### src/rtl/node_bank_sched.sv
// Per-bank packet scheduler: demuxes router ingress to the addressed node,
// round-robin arbitrates node egress into a one-entry registered output
// stage, latches the first CTRL_DONE result and counts misaddressed packets.

package node_pkg;
  localparam int MAX_PATHS_BITS = 16;

  typedef enum logic [1:0] {
    CTRL_NONE = 2'd0,
    CTRL_SUM  = 2'd1,
    CTRL_DONE = 2'd2,
    CTRL_CFG  = 2'd3
  } ctrl_t;

  typedef struct packed {
    logic [3:0] x;
    logic [3:0] y;
    logic [3:0] z;
  } addr_t;

  typedef struct packed {
    logic [MAX_PATHS_BITS-1:0] value;
  } sum_s;

  typedef struct packed {
    sum_s sum_t;
  } data_t;

  typedef struct packed {
    addr_t addr;
    ctrl_t ctrl;
    data_t data;
  } pkt_t;
endpackage

module node_bank_sched
  import node_pkg::*;
#(
  parameter int NODES_PER_BANK = 4,
  parameter int ZW             = $clog2(NODES_PER_BANK)
) (
  input  logic                            clk,
  input  logic                            rst,
  input  logic                            valid_in,
  output logic                            ready_in,
  input  pkt_t                            in_pkt,
  output logic                            valid_out,
  input  logic                            ready_out,
  output pkt_t                            out_pkt,
  output logic [NODES_PER_BANK-1:0]       node_valid_in,
  input  logic [NODES_PER_BANK-1:0]       node_ready_in,
  output pkt_t [NODES_PER_BANK-1:0]       node_pkt_in,
  input  logic [NODES_PER_BANK-1:0]       node_valid_out,
  output logic [NODES_PER_BANK-1:0]       node_ready_out,
  input  pkt_t [NODES_PER_BANK-1:0]       node_pkt_out,
  output logic                            done,
  output logic [MAX_PATHS_BITS-1:0]       result,
  output logic [15:0]                     drop_count
);

  typedef enum logic {EMPTY = 1'b0, FULL = 1'b1} state_t;

  state_t          state;
  logic [ZW-1:0]   rr_ptr;
  logic [31:0]     z_ext;
  logic            in_range;
  logic            drop;
  logic            can_load;
  logic            found;
  int              g_int;
  int              idx;
  logic [ZW-1:0]   rr_next;

  assign z_ext     = 32'(in_pkt.addr.z);
  assign in_range  = (z_ext < NODES_PER_BANK);
  assign drop      = valid_in && !in_range;
  assign valid_out = (state == FULL);
  assign can_load  = (state == EMPTY) || (valid_out && ready_out);
  assign rr_next   = (g_int == NODES_PER_BANK - 1) ? '0 : ZW'(g_int + 1);

  // Ingress demux: broadcast the packet, steer valid/ready by addr.z; out-of-range is swallowed.
  always_comb begin
    ready_in = !in_range;
    for (int i = 0; i < NODES_PER_BANK; i++) begin
      node_pkt_in[i]   = in_pkt;
      node_valid_in[i] = valid_in && (z_ext == i);
      if (z_ext == i) ready_in = node_ready_in[i];
    end
  end

  // Round-robin search starting at rr_ptr, wrapping by explicit compare.
  always_comb begin
    found = 1'b0;
    g_int = 0;
    idx   = 0;
    for (int k = 0; k < NODES_PER_BANK; k++) begin
      idx = int'(rr_ptr) + k;
      if (idx >= NODES_PER_BANK) idx = idx - NODES_PER_BANK;
      if (!found && node_valid_out[idx]) begin
        found = 1'b1;
        g_int = idx;
      end
    end
  end

  // One-hot grant, only when the output stage can take a packet.
  always_comb begin
    for (int i = 0; i < NODES_PER_BANK; i++)
      node_ready_out[i] = can_load && found && (g_int == i);
  end

  // Output stage FSM: load-while-drain, hold stable under backpressure.
  always_ff @(posedge clk or posedge rst) begin
    if (rst) begin
      state   <= EMPTY;
      out_pkt <= '0;
      rr_ptr  <= '0;
    end else if (can_load) begin
      if (found) begin
        state   <= FULL;
        out_pkt <= node_pkt_out[g_int];
        rr_ptr  <= rr_next;
      end else begin
        state   <= EMPTY;
      end
    end
  end

  // Latch the value of the first CTRL_DONE that leaves the bank.
  always_ff @(posedge clk or posedge rst) begin
    if (rst) begin
      done   <= 1'b0;
      result <= '0;
    end else if (valid_out && ready_out && out_pkt.ctrl == CTRL_DONE && !done) begin
      done   <= 1'b1;
      result <= out_pkt.data.sum_t.value;
    end
  end

  // Saturating count of misaddressed ingress packets.
  always_ff @(posedge clk or posedge rst) begin
    if (rst)
      drop_count <= '0;
    else if (drop && drop_count != 16'hFFFF)
      drop_count <= drop_count + 16'd1;
  end

endmodule

### config.mk
export PLATFORM = sky130hd
export DESIGN_NAME = node_bank_sched
export DESIGN_NICKNAME = d
export VERILOG_FILES = /design/src/rtl/node_bank_sched.sv
export SDC_FILE = /design/constraint.sdc
export NUM_CORES = 1
export LEC_CHECK = 0
export CAP_MARGIN = 20
export CORE_AREA = 2 2 140 142
export DETAILED_ROUTE_END_ITERATION = 7
export DIE_AREA = 0 0 142 144
export PLACE_DENSITY = 0.64
export SKIP_CTS_REPAIR_TIMING = 1
export SLEW_MARGIN = 5
export SYNTH_ARGS = -nofsm -noshare
export SYNTH_HDL_FRONTEND = slang
export SYNTH_SLANG_ARGS = --single-unit
### constraint.sdc
create_clock -name clk -period 8.9 [get_ports clk]
set_input_delay 1.78 -clock clk [delete_from_list [all_inputs] [get_ports clk]]
set_output_delay 1.78 -clock clk [all_outputs]
set_load 0.01 [all_outputs]
==> qor.csv <==
metric,value,unit
status,finished clean,
Antenna Nets Post-Route,0,
Syn-to-layout area delta,35.2,%
Final nets,765,
core footprint,19100,um^2
Post-Syn Area per Cell,10.2,um^2
CP Capture Type,output port,
First DRT Iteration DRCs,97,
fin area,6870,um^2
Layout Cells excl Fill,839,
"Hold Violations, Final",0,
largest area contributor in the netlist,dfrtp_1,
Clock Skew,5.95,ps
DR vias/cell,4.31,
number of flops mapped to enable cells by yosys,0,
number of diodes,0,
FMAX,144,MHz
Synth Net Count,669,
Rows,51,
setup_tns,0,ps
CP Launch Type,input port,
wire length per cell,15.7,um
Met1 Wirelength,5220,um
initial core utilization,0.266,
clk slew on worst S/H paths,60,ps
most numerous cell in the Yosys netlist,buf_4,
Final Util,0.360,
Max VDD drop,113,uV
post-synth cell types,43,
most used flip-flop cell after synthesis,dfrtp_1,
headroom to the max-slew limit,0.427,
dpl cells,823,
Routed WL,13200,um
Clk network pwr share,0.169,
drt pass-1 iters,4,
async set-reset flop share out of synthesis,1.00,
P_sw,0.838,mW
DR WL met2,6450,um
I/O Pins,355,
total die area,20400,um^2
Sw Ratio,0.370,
internal power,1.43,mW
vias in the first global route,3621,
routability-driven placement congestion ratio,0.733,
CTS root buffer,clkbuf_16,
CTS tree,yes,
H-Tree Depth,3,
share of cells above drive strength 1,0.136,
GRT Util Overall,0.127,
CTS sink cnt,66,
Via Count,3614,
worst-path maximum fanout,26,
Syn. warnings,0,
Min-Delay Path Class,reg2reg,
worst r2r src,rr_ptr[0]$_DFFE_PP0P_,
Syn Std Cell Area,5080,um^2
met3 routed WL,1010,um
RSZ-0062 raised after global routing,false,
Tightest Pin Transition,860,ps
Power Total,2.26,mW
Post-DP HPWL,9950,um
die height,144,um
sequential element share of the synthesized area,0.325,
fin worst setup slack,1980,ps
GR Overflow Total,0,
max layer used,met4,
final worst-path cycle share,0.778,
multi-input combinational cell area,2290,um^2
#FFs+latches synth,66,
worst hold slack,483,ps
Worst EP required,7120,ps
synth top area cells,"dfrtp_1 33%, buf_4 18%, mux2i_1 12%",
Max Cap Violations,0,
Seq pwr share,0.242,
CP startpoint,node_valid_out[2],
Power per Cell Area,329,nW/um^2
worst setup path class,in2out,
clock latency at the later pin of the worst-skew pair,330,ps
Logic pwr share,0.589,
static leakage,2.84,nW
TritonCTS Buffers,9,
Setup-failing EPs final,0,
top cell type's share of synthesized area,0.325,
Clock Tree Buf Depth,2,
post-place setup slack,1910,ps
Die Wd,142,um
fill count,1914,
largest net degree at the start of global routing,67,
max-slew violations,0,
Final min period,6920,ps
CP Data Arrival Time,5140,ps
placed cell areas,6550,um^2
Register Area,1650,um^2
HP Start,drop_count[7]$_DFFE_PP0P_,
first-pass GRT wire length,19900,um
synthesized netlist cell count,500,
Commonest cells post-synth,"122 x buf_4, 66 x dfrtp_1, 63 x mux2i_1",
IO Port Bufs,224,
initial antenna violation count,0,
detailed-route DRC error count,0,
worst max-delay path: stages:
cell and delay (ps):
clkdlybuf4s50_1 570, mux4_2 610, or3_1 520, o2bb2ai_4 320, buf_4 430, inv_1 110, ha_1 190, and2_1 140
clkdlybuf4s50_1 480
cell families (layout without fill, tap and decap cells):
group | Yosys count | after routing | share of synthesized area
buf+inv | 151 | 252 | 0.226
mux | 117 | 117 | 0.255
simple gates | 98 | 98 | 0.0914
flops | 66 | 66 | 0.325
compound gates | 45 | 45 | 0.0584
xor+xnor | 16 | 16 | 0.0276
fa+ha+maj | 7 | 7 | 0.0172
path summary, 6_finish.rpt:
check	end	slack, ps	cells past startpoint
max	node_ready_out[3]	1980	9
min	drop_count[7]$_DFFE_PP0P_	480	1
max reg2reg	out_pkt[12]$_DFFE_PP0P_	4320	9
min reg2reg	drop_count[7]$_DFFE_PP0P_	480	1
max in group asynchronous	result[9]$_DFFE_PP0P_	6300	3
min in group asynchronous	result[12]$_DFFE_PP0P_	2020	3
layout make-up:
cell class	count	share of cell area
well taps	238	0.0433
clock buffers	11	0.0353
inverters	7	0.00401
clock inverters	5	0.0113
flip-flops and latches	66	0.240
multi-input cells	283	0.334
repair buffers	229	0.332
state kept, by name (all words and copies together), names as in the netlist:
name / count
done: 1
result: 16
valid_out: 1
drop_count: 16
out_pkt: 30
rr_ptr: 2
layout by cell type (no fill, tap or decap), drive strengths merged, types with 4 or more instances in the layout:
master,instances
nand2,44
and4,4
inv,6
mux4,5
xnor2,8
nand4,4
nor2,20
xor2,8
mux2,49
ha,7
mux2i,63
dfrtp,66
o21ai,34
clkdlybuf4s50,224
clkbuf,11
buf,5
nand3,4
metal layers:
metal | up-vias | global-route usage
met5 | - | 0
met4 | 0 | 0.0637
met3 | 43 | 0.0387
met2 | 142 | 0.214
met1 | 1647 | 0.147
li1 | 1782 | -
power by group through the flow:
stage / Clock (mW) / Sequential (mW) / Combinational (mW)
floorplan: 0 / 0.576 / 0.969
global placement: 0 / 0.551 / 1.36
detailed placement: 0 / 0.555 / 1.37
CTS: 0.401 / 0.552 / 1.37
global route: 0.413 / 0.572 / 1.46
finish: 0.383 / 0.547 / 1.33
Note: power is estimated with default switching activity, not from simulation.
